$ cat src/rtl/oab_player_ctrl.sv
// Player-side controller for the one-armed-bandit core: keeps the credit balance,
// debits a validated bet, drives roll/bet for one round and credits the result.
module oab_player_ctrl #(
    parameter int CREDIT_W    = 16,
    parameter int INIT_CREDIT = 100,
    parameter int ROLL_CYCLES = 4,
    parameter int TIMEOUT     = 64
) (
    input  logic                clk_i,
    input  logic                rst_i,
    input  logic                start_i,
    input  logic [3:0]          bet_req_i,
    input  logic                cash_out_i,
    output logic                roll_o,
    output logic [3:0]          bet_o,
    input  logic                done_i,
    input  logic                jackpot_i,
    input  logic [CREDIT_W-1:0] payout_i,
    output logic [CREDIT_W-1:0] credit_o,
    output logic                busy_o,
    output logic                reject_o,
    output logic                cash_valid_o,
    output logic [CREDIT_W-1:0] cash_amt_o,
    output logic [7:0]          jackpot_cnt_o,
    output logic                err_timeout_o
);

    localparam int RCW = (ROLL_CYCLES > 1) ? $clog2(ROLL_CYCLES) : 1;
    localparam int TCW = (TIMEOUT > 1) ? $clog2(TIMEOUT) : 1;
    localparam logic [RCW-1:0] ROLL_LAST    = RCW'(ROLL_CYCLES - 1);
    localparam logic [TCW-1:0] TIMEOUT_LAST = TCW'(TIMEOUT - 1);

    typedef enum logic [1:0] {
        IDLE = 2'd0,
        ROLL = 2'd1,
        WAIT = 2'd2
    } state_t;

    state_t              state_q;
    logic [RCW-1:0]      rollCnt_q;
    logic [TCW-1:0]      waitCnt_q;
    logic                roll_q;
    logic [3:0]          bet_q;
    logic [CREDIT_W-1:0] credit_q;
    logic                busy_q;
    logic                reject_q;
    logic                cashValid_q;
    logic [CREDIT_W-1:0] cashAmt_q;
    logic [7:0]          jackpotCnt_q;
    logic                errTimeout_q;

    logic [CREDIT_W-1:0] betExt;
    logic                betBad;
    logic [CREDIT_W:0]   winSum_d;
    logic [CREDIT_W:0]   refundSum_d;
    logic [CREDIT_W-1:0] creditWin_d;
    logic [CREDIT_W-1:0] creditRefund_d;

    // Sums carry one extra bit so overflow can be clamped to the all-ones balance.
    always_comb begin
        betExt         = CREDIT_W'(bet_req_i);
        betBad         = (bet_req_i == 4'd0) || (betExt > credit_q);
        winSum_d       = {1'b0, credit_q} + {1'b0, payout_i};
        refundSum_d    = {1'b0, credit_q} + {1'b0, CREDIT_W'(bet_q)};
        creditWin_d    = winSum_d[CREDIT_W] ? {CREDIT_W{1'b1}} : winSum_d[CREDIT_W-1:0];
        creditRefund_d = refundSum_d[CREDIT_W] ? {CREDIT_W{1'b1}} : refundSum_d[CREDIT_W-1:0];
    end

    always_ff @(posedge clk_i) begin
        if (!rst_i) begin
            state_q      <= IDLE;
            rollCnt_q    <= '0;
            waitCnt_q    <= '0;
            roll_q       <= 1'b0;
            bet_q        <= 4'd0;
            credit_q     <= CREDIT_W'(INIT_CREDIT);
            busy_q       <= 1'b0;
            reject_q     <= 1'b0;
            cashValid_q  <= 1'b0;
            cashAmt_q    <= '0;
            jackpotCnt_q <= 8'd0;
            errTimeout_q <= 1'b0;
        end else begin
            reject_q    <= 1'b0;
            cashValid_q <= 1'b0;
            case (state_q)
                IDLE: begin
                    if (cash_out_i) begin
                        cashAmt_q   <= credit_q;
                        cashValid_q <= 1'b1;
                        credit_q    <= '0;
                    end else if (start_i) begin
                        if (betBad) begin
                            reject_q <= 1'b1;
                        end else begin
                            bet_q     <= bet_req_i;
                            credit_q  <= credit_q - betExt;
                            rollCnt_q <= '0;
                            roll_q    <= 1'b1;
                            busy_q    <= 1'b1;
                            state_q   <= ROLL;
                        end
                    end
                end
                ROLL: begin
                    if (rollCnt_q == ROLL_LAST) begin
                        roll_q    <= 1'b0;
                        waitCnt_q <= '0;
                        state_q   <= WAIT;
                    end else begin
                        rollCnt_q <= rollCnt_q + RCW'(1);
                    end
                end
                WAIT: begin
                    // A result arriving on the expiry cycle still counts as a normal round.
                    if (done_i) begin
                        credit_q <= creditWin_d;
                        if (jackpot_i) begin
                            jackpotCnt_q <= jackpotCnt_q + 8'd1;
                        end
                        bet_q   <= 4'd0;
                        busy_q  <= 1'b0;
                        state_q <= IDLE;
                    end else if (waitCnt_q == TIMEOUT_LAST) begin
                        credit_q     <= creditRefund_d;
                        errTimeout_q <= 1'b1;
                        bet_q        <= 4'd0;
                        busy_q       <= 1'b0;
                        state_q      <= IDLE;
                    end else begin
                        waitCnt_q <= waitCnt_q + TCW'(1);
                    end
                end
                default: begin
                    state_q <= IDLE;
                end
            endcase
        end
    end

    assign roll_o        = roll_q;
    assign bet_o         = bet_q;
    assign credit_o      = credit_q;
    assign busy_o        = busy_q;
    assign reject_o      = reject_q;
    assign cash_valid_o  = cashValid_q;
    assign cash_amt_o    = cashAmt_q;
    assign jackpot_cnt_o = jackpotCnt_q;
    assign err_timeout_o = errTimeout_q;

endmodule

$ cat config.mk
export PLATFORM = sky130hd
export DESIGN_NAME = oab_player_ctrl
export DESIGN_NICKNAME = d
export VERILOG_FILES = /design/src/rtl/oab_player_ctrl.sv
export SDC_FILE = /design/constraint.sdc
export NUM_CORES = 1
export LEC_CHECK = 0
export ABC_AREA = 1
export BUFFER_PORTS_ARGS = -buffer_cell sky130_fd_sc_hd__buf_4
export CORE_MARGIN = 5
export CORE_UTILIZATION = 60
export CTS_BUF_LIST = sky130_fd_sc_hd__clkbuf_4
export DETAILED_ROUTE_END_ITERATION = 10
export PLACE_DENSITY_LB_ADDON = 0.08
export SYNTH_ARGS = -nofsm -noshare
export SYNTH_HDL_FRONTEND = slang
export SYNTH_SLANG_ARGS = --single-unit
$ cat constraint.sdc
create_clock -name clk_i -period 5.8 [get_ports clk_i]
set_input_delay 0 -clock clk_i [delete_from_list [all_inputs] [get_ports clk_i]]
set_output_delay 0 -clock clk_i [all_outputs]
set_load 0.005 [all_outputs]
Yosys cells after proc, flatten, opt, wreduce, memory -nomap -nowiden --
Index checks and enable logic that the tools add are counted.
Word-level totals: output and inout bits 49, RAM bits 0, latch bits 0, bits of input ports 26, ROM bits 0, bits in registers 59, memories kept 0
Cells by class: equality and inequality tests 14, shift operators 0, add/subtract/negate cells 6, bitwise logic cells 4, $lt $le $gt $ge 1, reduce and logical (&&, ||, !) cells 17, mux-type cells 40, divide/modulo/power cells 0, $mul 0
Operators by type and width (count):
- 16-bit two-way mux | 7
- 16-bit one-hot mux with 2 select lines | 1
- 2-bit two-way mux | 10
- 4-bit two-way mux | 5
- 5-bit AND reduction | 4
- 6-bit two-way mux | 3
- 16-bit by 16-bit adder with 17-bit output | 1
- 16-bit by 4-bit adder with 17-bit output | 1
- 4-bit by 16-bit greater-than comparator with 1-bit output | 1
- 16-bit by 4-bit subtractor with 16-bit output | 1
- 2-bit inequality test, second input constant | 7
- 6-bit one-hot mux with 2 select lines | 1
- 3-bit inequality test, second input constant | 3
- 8-bit by 1-bit adder with 8-bit output, second input constant | 1
- 1-bit two-way mux | 8
- 4-bit one-hot mux with 2 select lines | 1
- 4-bit AND reduction | 2
- 6-bit by 1-bit adder with 6-bit output, second input constant | 1
- 6-bit equality test, second input constant | 1
- 2-bit one-hot mux with 3 select lines | 1
- 3-bit AND reduction | 2
- 2-bit nonzero test | 3
- 2-bit equality test, second input constant | 2
- 4-bit logical NOT | 1
- 9 further kinds | 14

Depth between registers and ports, before layout --
Gate-level depths: netlist (run 1).
word-level depth 6, mapped depth 17, mapped depth without buffers 17

Least setup slack after synthesis (run 1) --
OpenSTA, ideal clock, no wires.
path type reg-to-reg, start reg credit_q[0] (netlist: credit_o[0]), end reg credit_q[9] (netlist: credit_o[9]), period minus slack after synthesis 2070 ps, buffers on the path 1, path slack 3730 ps, cell stages (with the launch flop) 16, library setup time 115 ps, data arrival time 1955 ps, cells stage by stage dfxtp_1 -> inv_1 -> ha_1 -> inv_1 -> fa_1 -> nand2_1 -> inv_1 -> a21oi_2 -> nand3_1 -> nand2_1 -> nand2_2 -> nand2_4 -> nand2_4 -> buf_4 -> o21ai_1 -> nor2_1
Between the ends: word-level cells in the longest chain between the ends 5
RTL lines:
- start: declaration | line 44 | logic [CREDIT_W-1:0] credit_q;
- start signal: assignment | line 76 | credit_q <= CREDIT_W'(INIT_CREDIT);
- start signal: assignment | line 97 | credit_q <= credit_q - betExt;
- start signal: assignment | line 117 | credit_q <= creditWin_d;
- 16-bit by 4-bit adder with 17-bit output or 16-bit by 4-bit subtractor with 16-bit output (tied branches) | line 64, 97
- 16-bit two-way mux, on equally long branches | line 66, 93
- 16-bit two-way mux, on equally long branches | line 124, 92
- 16-bit two-way mux, on equally long branches | line 116, 88
- 16-bit one-hot mux with 2 select lines | line 86 | case (state_q)
Several ways; a longest one is shown, not always the timed one. The select of a mux whose other input is x is not followed. A chain may end at the register's enable or synchronous reset.

Final worst setup path (run 1) --
start reg credit_q[0] (netlist: credit_o[0]), end reg reject_q (netlist: reject_o)
Between the ends: word-level cells in the longest chain between the ends 3
RTL lines:
- 4-bit by 16-bit greater-than comparator with 1-bit output | line 62 | betBad = (bet_req_i == 4'd0) || (betExt > credit_q);
- 1-bit logical OR | line 62
- 1-bit two-way mux | line 93 | if (betBad) begin
- end signal: assignment | line 78 | reject_q <= 1'b0;
- end signal: assignment | line 84 | reject_q <= 1'b0;
- end signal: assignment | line 94 | reject_q <= 1'b1;
- end: declaration | line 46 | logic reject_q;
Every way passes these cells.

==> flow_metrics.tcl, run 1 <==
set metrics [dict create \
    hp-class "in -> reg" \
    routedWlPerCell_um 14.50 \
    slew_headroom_pct 45.13 \
    leakagePower_nw 2.733 \
    globalplace.congestion 0.9478 \
    cts_sinks 59 \
    fin_cells 905 \
    root_buffer "clkbuf_4" \
    synthArstFlopShare_pct 0 \
    dp.cells 881 \
    dieArea_um2 9382 \
    drv_cap 0 \
    grt_pass1_wl_um 21500 \
    yosysWarningCount 0 \
    rows 31 \
    wl_um 13120 \
    portBuffers 74 \
    worstPathArrival_ps 3180 \
    h-tree-depth 3 \
    seq_area_frac_synth_pct 26.09 \
    start_util_pct 62.08 \
    synth_nets 786 \
    fp.dieH_um 96.86 \
    period_needed_ps 2836 \
    cts_setup_buffers 0 \
    cts_resized 0 \
    grt_max_degree 41 \
    clock_skew_ps 26.54 \
    synth_cell_types 41 \
    slew_viol_final 0 \
    core_um2 7292 \
    grt_usage_pct 27.15 \
    whs_ps 61.70 \
    max_freq_ghz 0.3526 \
    setup.worst_path.start_class "register" \
    fin_nets 856 \
    rsz0062_at_grt "false" \
    clk_path_buf_depth 2 \
    final_antenna_net_count 0 \
    dr_total_vias 5035 \
    synth.cell_area_um2 4527 \
    syn_to_final_growth_pct 16.72 \
    firstDrtPassIters 6 \
    drt_iter0_drc 359 \
    ir_drop_uv 181.1 \
    syn-instance-count 730 \
    final_common_cell "nand2_1" \
    p_per_area_nw_per_um2 228.2 \
    timing.setup.tns_ps 0 \
    antenna_found_initial 1 \
    status "completed" \
    postSynthAreaPerCell_um2 6.201 \
    path_class "reg -> reg" \
    synth-main-ff-cell "dfxtp_1" \
    die_x_um 96.86 \
    avgViaCountPerCell 5.564 \
    worst_pin_slew_ps 820.0 \
    layout_common_cells "193 x nand2_1, 87 x nor2_1, 78 x inv_1, 77 x nand3_1, 74 x buf_4" \
    cts_tree "done" \
    gr-total-overflow 0 \
    cp-end-kind "register" \
    setup_viol 0 \
    finalCritPeriodShare_pct 48.90 \
    cp_max_fo 5 \
    dpl.hpwl_um 9847 \
    num-fill-cells 660 \
    cts_buffers 9 \
    clk_latency_ps 420 \
    required_ps 6150 \
    synth_edf_count 0 \
    synth.ff_latch_count 59 \
    clkTransAtPathRegs_ps 120 \
    grt_pass1_vias 4674 \
    finalHoldViolations 0 \
    drc 0 \
    drive_gt1_share_pct 14.78 \
    io-pin-count 75 \
]
## Yosys cell counts, types with 12 or more instances
library cell	count	area, um^2
o21ai_1	12	60.06
inv_1	78	292.8
nand3_1	77	385.4
a21oi_1	54	270.3
nand2_1	193	724.4
nor2_1	87	326.6
o21ai_0	40	200.2
nor3_1	12	60.06
ha_1	27	337.8
dfxtp_1	59	1181
## final cells by class
type | count | area, um^2 | area share, %
tap | 99 | 123.9 | 2.344
antenna | 1 | 2.502 | 0.04736
sequential | 59 | 1181 | 22.35
inverter | 89 | 336.6 | 6.370
multi-input combinational | 560 | 2874 | 54.39
clock inverter | 6 | 65.06 | 1.231
timing repair buffer | 81 | 625.6 | 11.84
clock buffer | 10 | 75.07 | 1.421
## registers in the layout, indices dropped and copies added (netlist names)
name,count
cash_amt_o,16
credit_o,16
jackpot_cnt_o,8
waitCnt_q,6
bet_o,4
rollCnt_q,2
state_q,2
busy_o,1
cash_valid_o,1
err_timeout_o,1
reject_o,1
roll_o,1
## cell families (layout without fill, tap and decap cells)
group	count (synthesis)	count (layout)	synth area share, %
xor+xnor	14	14	2.709
other cells	0	1	0
buf+inv	111	186	10.42
compound gates	116	116	13.57
simple gates	400	400	38.42
flops	59	59	26.09
fa+ha+maj	30	30	8.789
## routing by layer
metal	wire length, um	vias to the layer above	GRT usage [%]
met4	362	0	10.91
met3	846	34	4.892
li1	-	2515	-
met5	0	-	0
met1	5433	2300	32.94
met2	6479	186	47.19
## worst paths after layout
kind                    start               end  slack [ps]  depth (start not counted)
setup / recovery  credit_o[0]          reject_o        2960                         10
hold / removal      jackpot_i  jackpot_cnt_o[2]          60                          5
setup reg to reg  credit_o[0]          reject_o        2960                         10
hold reg to reg        roll_o            roll_o         460                          2
## power by group
part           internal [mW]  leakage (nW)  switching [mW]
clock network          0.136        0.0667           0.178
registers              0.433         0.484          0.0502
logic                  0.165          2.18           0.243
total                  0.734          2.73           0.471
## timing repair
item / in CTS / in global routing
endpoints found under the hold margin: 12 / 0
endpoints found under the setup margin: 0 / 0
hold buffers: 7 / 0
## per-stage QoR
stage               power, mW  worst slack (ps)  instance area (um^2)  utilization, %
CTS                     1.199              3087                  5281           72.43
global placement       0.8797              3334                  5071           69.54
detailed placement     0.8876              3301                  5071           69.54
floorplan              0.7640              3730                  4527               -
global route            1.278              2777                  5284           72.46
finish                  1.206              2964                  5284           72.46
## critical path: stages (launching register included)
cell and delay, ps:
dfxtp_1 400, inv_1 130, ha_1 160, inv_1 60
fa_1 380, nand2_1 70, inv_1 60, a21oi_2 230
nand3_1 180, a2111oi_0 470, dlygate4sd3_1 620
No activity file was read; power rests on OpenSTA's default activity.
==> run 2, diff against run 1 <==
--- a/config.mk
+++ b/config.mk
@@ -5,10 +5,10 @@
 export SDC_FILE = /design/constraint.sdc
 export NUM_CORES = 1
 export LEC_CHECK = 0
-export ABC_AREA = 1
+export ABC_AREA = 0
 export BUFFER_PORTS_ARGS = -buffer_cell sky130_fd_sc_hd__buf_4
 export CORE_MARGIN = 5
-export CORE_UTILIZATION = 60
+export CORE_UTILIZATION = 58
 export CTS_BUF_LIST = sky130_fd_sc_hd__clkbuf_4
 export DETAILED_ROUTE_END_ITERATION = 10
 export PLACE_DENSITY_LB_ADDON = 0.08
==> constraint.sdc (replaced) <==
create_clock -name clk_i -period 2.8 [get_ports clk_i]
set_input_delay 0 -clock clk_i [delete_from_list [all_inputs] [get_ports clk_i]]
set_output_delay 0 -clock clk_i [all_outputs]
set_load 0.005 [all_outputs]
==> run 2 against run 1 <==
  * First-iteration DRC count grew 5.6%
  * Sequential share of layout area grew 1.1 points
  * Sequential power grew 95%
  * Clock power grew to 2.6 times the previous value
  * Final cell count shrank 20%
  * Core utilization grew 0.96 points
  * Critical path depth grew 2
  * Total power grew 110%
  * Worst hold slack lost 39 ps
==> flow_metrics.tcl, run 2 <==
set metrics [dict create \
    status "completed" \
    synth.most_common_cell "nand2_1" \
    cp-end-kind "register" \
    synth-main-ff-cell "dfxtp_1" \
    layout_common_cells "94 x buf_4, 73 x nand2_1, 59 x dfxtp_1, 54 x o21ai_0, 53 x a21oi_1" \
    max_freq_ghz 0.3784 \
    num_antenna_cells 0 \
    dr_total_vias 4381 \
    io-pin-count 75 \
    synth_edf_count 0 \
    r2r_end "credit_o[2]" \
    fin_nets 675 \
    grt_pass1_vias 4046 \
    hp-class "in -> reg" \
    gr-total-overflow 0 \
    slew_headroom_pct 57.26 \
    fp.dieH_um 94.67 \
    max_stage_delay_ps 430 \
    final_antenna_net_count 0 \
    min_from "bet_req_i[0]" \
    cts_buffers 9 \
    worstReg2RegStart "credit_o[0]" \
    globalplace.congestion 0.9090 \
    rsz0062_at_grt "false" \
    period_needed_ps 2642 \
    setup_viol 0 \
    cts_tree "done" \
    wl_um 12040 \
    cp_max_fo 11 \
    p_total_mw 2.477 \
    regToRegSetupSlack_ps 160 \
    synthArstFlopShare_pct 0 \
    finalInstanceArea_um2 5044 \
    clock_skew_ps 21.69 \
    dpl.hpwl_um 9061 \
    clk_latency_ps 420 \
    yosys.area.top_type "dfxtp_1" \
    setup.worst_path.start_class "register" \
    core_um2 6869 \
    finalCritPeriodShare_pct 94.37 \
    slew_viol_final 0 \
    p_per_area_nw_per_um2 491.2 \
    seq_area_frac_synth_pct 28.41 \
    dieArea_um2 8961 \
    die_x_um 94.67 \
    drv_cap 0 \
    grt_usage_pct 27.55 \
    antenna_found_initial 0 \
    synth_top_area_share_pct 28.41 \
    worstPathArrival_ps 2960 \
    drc 0 \
    ir_drop_uv 367.7 \
    r2r_cells 12 \
    synth_nets 600 \
    drt_iter0_drc 379 \
    syn_to_final_growth_pct 21.31 \
    clk_path_buf_depth 2 \
    whs_endpoint "credit_o[0]" \
    crit_chain "inv_1, ha_1, inv_1, fa_1, a21o_1, nand2_1, a31oi_1, a31o_1, buf_4, o211ai_1, o22ai_1, nand2_1" \
    final_common_cell "buf_4" \
    drive_gt1_share_pct 19.55 \
    grt_pass1_wl_um 19520 \
    yosysWarningCount 0 \
    cts_sinks 59 \
    postSynthAreaPerCell_um2 7.643 \
    critPathSlowestCell "dfxtp_1" \
    synth.ff_latch_count 59 \
    leakagePower_nw 2.144 \
    syn-instance-count 544 \
    synthTopCellsByCount "73 x nand2_1, 59 x dfxtp_1, 55 x o21ai_0, 53 x a21oi_1, 44 x nor2_1" \
    start_util_pct 60.53 \
    required_ps 3120 \
    timing.setup.tns_ps 0 \
    whs_path_depth 4 \
    root_buffer "clkbuf_4" \
    worst_pin_slew_ps 638.8 \
    synthTopCellsByArea "dfxtp_1 28%, ha_1 8.1%, o21ai_0 6.6%" \
    cp-startpoint "credit_o[0]" \
    routedWlPerCell_um 16.73 \
    placed_cell_area_um2 4813 \
    synth.cell_area_um2 4158 \
    rows 30 \
    firstDrtPassIters 5 \
    grt_max_degree 26 \
    finalHoldViolations 0 \
    synth_cell_types 64 \
    portBuffers 74 \
    avgViaCountPerCell 6.085 \
    path_class "reg -> reg" \
    clkTransAtPathRegs_ps 120 \
    h-tree-depth 3 \
]
==> run 2: changes by cell type after synthesis, moves of 9 or more <==
cell,delta
clkbuf_1,+18
nand2_1,-120
inv_2,-9
a31oi_1,+14
o21ai_1,-10
xnor2_1,+13
nor2_1,-43
a21o_1,+11
nand3_1,-68
inv_1,-67
o21ai_0,+15
==> run 2: critical path: cells and delay by family, from the launching register on <==
| kind | cells | cell delay [ps] |
|---|---|---|
| AO/OA/AOI/OAI | 5 | 1170 |
| flip-flops | 1 | 430 |
| adder cells (fa/ha/maj) | 2 | 390 |
| buffers and inverters | 3 | 360 |
| AND/OR/NAND/NOR | 2 | 190 |
==> run 2: cell type report <==
type                       count  area, um^2
inverter                      12       45.04
fill                         580        1826
sequential                    59        1181
timing repair buffer          98       745.7
clock buffer                   9       67.56
tap                           96       120.1
multi-input combinational    439        2769
clock inverter                 7       115.1
==> run 2: routing by layer <==
metal  vias up  global-route usage, %  part of all wire (%)
met3        36                  4.303                   6.2
met2       180                  45.86                    48
li1       2120                      -                     -
met4         0                  11.42                   3.0
met1      2045                  35.43                    43
met5         -                      0                     0
==> run 2: what timing repair did <==
action                                  4_1_cts  5_1_grt
resized for setup                             0        1
endpoints found under the setup margin        0        5
endpoints found under the hold margin        19        0
hold buffers                                  4        0
buffers inserted                              0        1
==> run 2: metrics by stage <==
step | hold WS (ps) | setup WS, ps | instances | utilization [%]
2_1_floorplan | 162.6 | 395.1 | 544 | -
3_3_place_gp | 294.0 | 273.8 | 699 | 70.07
3_5_place_dp | 303.9 | 139.5 | 699 | 70.07
4_1_cts | 10.37 | 121.6 | 719 | 73.32
5_1_grt | 49.34 | 6.437 | 720 | 73.42
6_report | 22.22 | 157.5 | 720 | 73.42
==> run 2: cells by family (layout without fill, tap and decap cells) <==
logic type      after synthesis  in the layout  share of synthesized area [%]
simple gates                192            192                          22.48
compound gates              178            178                          26.15
flops                        59             59                          28.41
buf+inv                      46            126                          4.995
xor+xnor                     35             35                          7.373
fa+ha+maj                    30             30                          9.570
mux                           4              4                          1.023
==> run 2: how the worst max path moves through the flow <==
| stage | to | slack (ps) |
|---|---|---|
| after global routing | credit_o[2] | 6 |
| after floorplan | credit_o[15] | 400 |
| after detailed placement | credit_o[5] | 140 |
| after CTS | credit_o[10] | 120 |
| final | credit_o[2] | 160 |
| after global placement | credit_o[5] | 270 |
==> run 2: where the power goes <==
group          leakage [nW]  total, mW  switching, mW  internal (mW)
clock network        0.0940      0.805          0.355          0.450
logic                  1.57      0.730          0.405          0.325
registers             0.481      0.942         0.0572          0.885
==> run 3, diff against run 2 <==
--- a/config.mk
+++ b/config.mk
@@ -5,10 +5,10 @@
 export SDC_FILE = /design/constraint.sdc
 export NUM_CORES = 1
 export LEC_CHECK = 0
-export ABC_AREA = 0
+export ABC_AREA = 1
 export BUFFER_PORTS_ARGS = -buffer_cell sky130_fd_sc_hd__buf_4
 export CORE_MARGIN = 5
-export CORE_UTILIZATION = 58
+export CORE_UTILIZATION = 59
 export CTS_BUF_LIST = sky130_fd_sc_hd__clkbuf_4
 export DETAILED_ROUTE_END_ITERATION = 10
 export PLACE_DENSITY_LB_ADDON = 0.08
==> run 3 against run 2 <==
  * Global-route usage increased by 0.36 points
  * Sequential cell count unchanged
  * Worst setup slack improved by 61 ps
  * Core utilization decreased by 2.8 points
  * First-iteration DRC count decreased by 19%
  * Clock power decreased by 16%
  * Largest power group unchanged
  * Critical endpoint is now reject_o
==> flow_metrics.tcl, run 3 (synthesis gave the netlist of run 1 again) <==
set metrics [dict create \
    layout_common_cells "193 x nand2_1, 87 x nor2_1, 85 x buf_4, 78 x inv_1, 77 x nand3_1" \
    worst_pin_slew_ps 732.2 \
    required_ps 3140 \
    grt_pass1_wl_um 22220 \
    cp-startpoint "credit_o[0]" \
    clk_path_buf_depth 2 \
    cts_tree "done" \
    cts_sinks 59 \
    cp_max_fo 5 \
    firstDrtPassIters 5 \
    place_ws_ps 363.4 \
    drv_cap 0 \
    grt_max_degree 41 \
    finalCritPeriodShare_pct 92.19 \
    grt_pass1_vias 4748 \
    final_antenna_net_count 0 \
    period_needed_ps 2581 \
    max_freq_ghz 0.3874 \
    crit_chain "inv_1, ha_1, inv_1, fa_1, nand2_1, inv_1, a21oi_2, nand3_1, a2111oi_0, dlygate4sd3_1" \
    portBuffers 74 \
    h-tree-depth 3 \
    path_class "reg -> reg" \
    crit_path_frequent_cell "inv_1" \
    io-pin-count 75 \
    seq_area_um2 1181 \
    clock_skew_ps 15.10 \
    slew_viol_final 0 \
    drt_iter0_drc 308 \
    globalplace.congestion 0.9442 \
    rsz0062_at_grt "false" \
    drc 0 \
    clkTransAtPathRegs_ps 100 \
    setup_slack_ps 218.7 \
    dpl.hpwl_um 10270 \
    fin_nets 867 \
    start_util_pct 59.51 \
    cts_buffers 9 \
    multi_input_area_um2 2874 \
    cp-end-kind "register" \
    num_antenna_cells 0 \
    gr-total-overflow 0 \
    slew_headroom_pct 51.01 \
    min_from "jackpot_i" \
    finalHoldViolations 0 \
    grt_usage_pct 27.91 \
    dieArea_um2 9525 \
    status "completed" \
    finalInstanceArea_um2 5376 \
    drive_gt1_share_pct 15.83 \
    max_stage_delay_ps 600 \
    critPathSlowestCell "dlygate4sd3_1" \
    avgViaCountPerCell 5.455 \
    setup.worst_path.start_class "register" \
    setup_viol 0 \
    p_total_mw 2.555 \
    dr_total_vias 5002 \
    timing.setup.tns_ps 0 \
    root_buffer "clkbuf_4" \
    core_um2 7607 \
    worstPathArrival_ps 2920 \
    clk_latency_ps 410 \
    num-fill-cells 706 \
    fin_cells 917 \
    ir_drop_uv 415.1 \
    dp.cells 895 \
    die_x_um 97.60 \
    syn_to_final_growth_pct 18.77 \
    routedWlPerCell_um 14.38 \
    fp.dieH_um 97.60 \
    antenna_found_initial 0 \
    hp-class "in -> reg" \
    worstReg2RegStart "credit_o[0]" \
    rows 32 \
    p_per_area_nw_per_um2 475.2 \
    wl_um 13180 \
    placed_cell_area_um2 5157 \
    final_common_cell "nand2_1" \
    leakagePower_nw 2.802 \
]
[run 3: cell types whose count changed in the layout (fill, tap and decap cells not counted), sizes merged, moves of 11 or more]
cell,delta
nand2,+123
inv,+75
nand3,+69
nor2,+51
a31oi,-14
xnor2,-13
a21o,-11
[run 3: per-stage QoR]
| step | utilization [%] | hold slack (ps) |
|---|---|---|
| finish | 70.67 | 62.53 |
| global route | 70.67 | 72.17 |
| CTS | 70.67 | 11.54 |
| detailed placement | 67.80 | 214.8 |
| global placement | 67.80 | 225.4 |
| floorplan | - | 90.65 |
[run 3: final timing paths]
check | slack [ps] | cells after the start | end
min | 60 | 5 | jackpot_cnt_o[2]
max | 220 | 10 | reject_o
min reg2reg | 480 | 2 | roll_o
max reg2reg | 220 | 10 | reject_o
[run 3: worst max-delay path: cells and delay by family (launching register included)]
kind            cells  cell delay [ps]
compound gates      2              600
fa+ha+maj           2              530
flops               1              380
simple gates        2              230
buf+inv             4              800
[run 3: layer usage]
metal	part of all wire (%)	GRT usage [%]
met2	49	49.34
met1	42	34.49
met4	2.7	8.200
met5	0	0
met3	6.1	4.882
[run 3: final cells by class]
cell class	count	share of cell area [%]
Timing Repair Buffer	92	13.17
Sequential cell	59	21.97
Clock buffer	9	1.257
Tap cell	102	2.374
Clock inverter	6	1.513
Multi-Input combinational cell	560	53.46
Inverter	89	6.260
[run 3: power by group]
part           switching (mW)  internal, mW
Combinational           0.551         0.363
Sequential             0.0639         0.898
Clock                   0.327         0.351
[run 3: what timing repair did]
action | CTS | global route
hold buffers | 7 | 0
resized for setup | 0 | 0
buffers inserted | 0 | 0
endpoints found under the setup margin | 0 | 0
hold endpoints to repair | 8 | 0
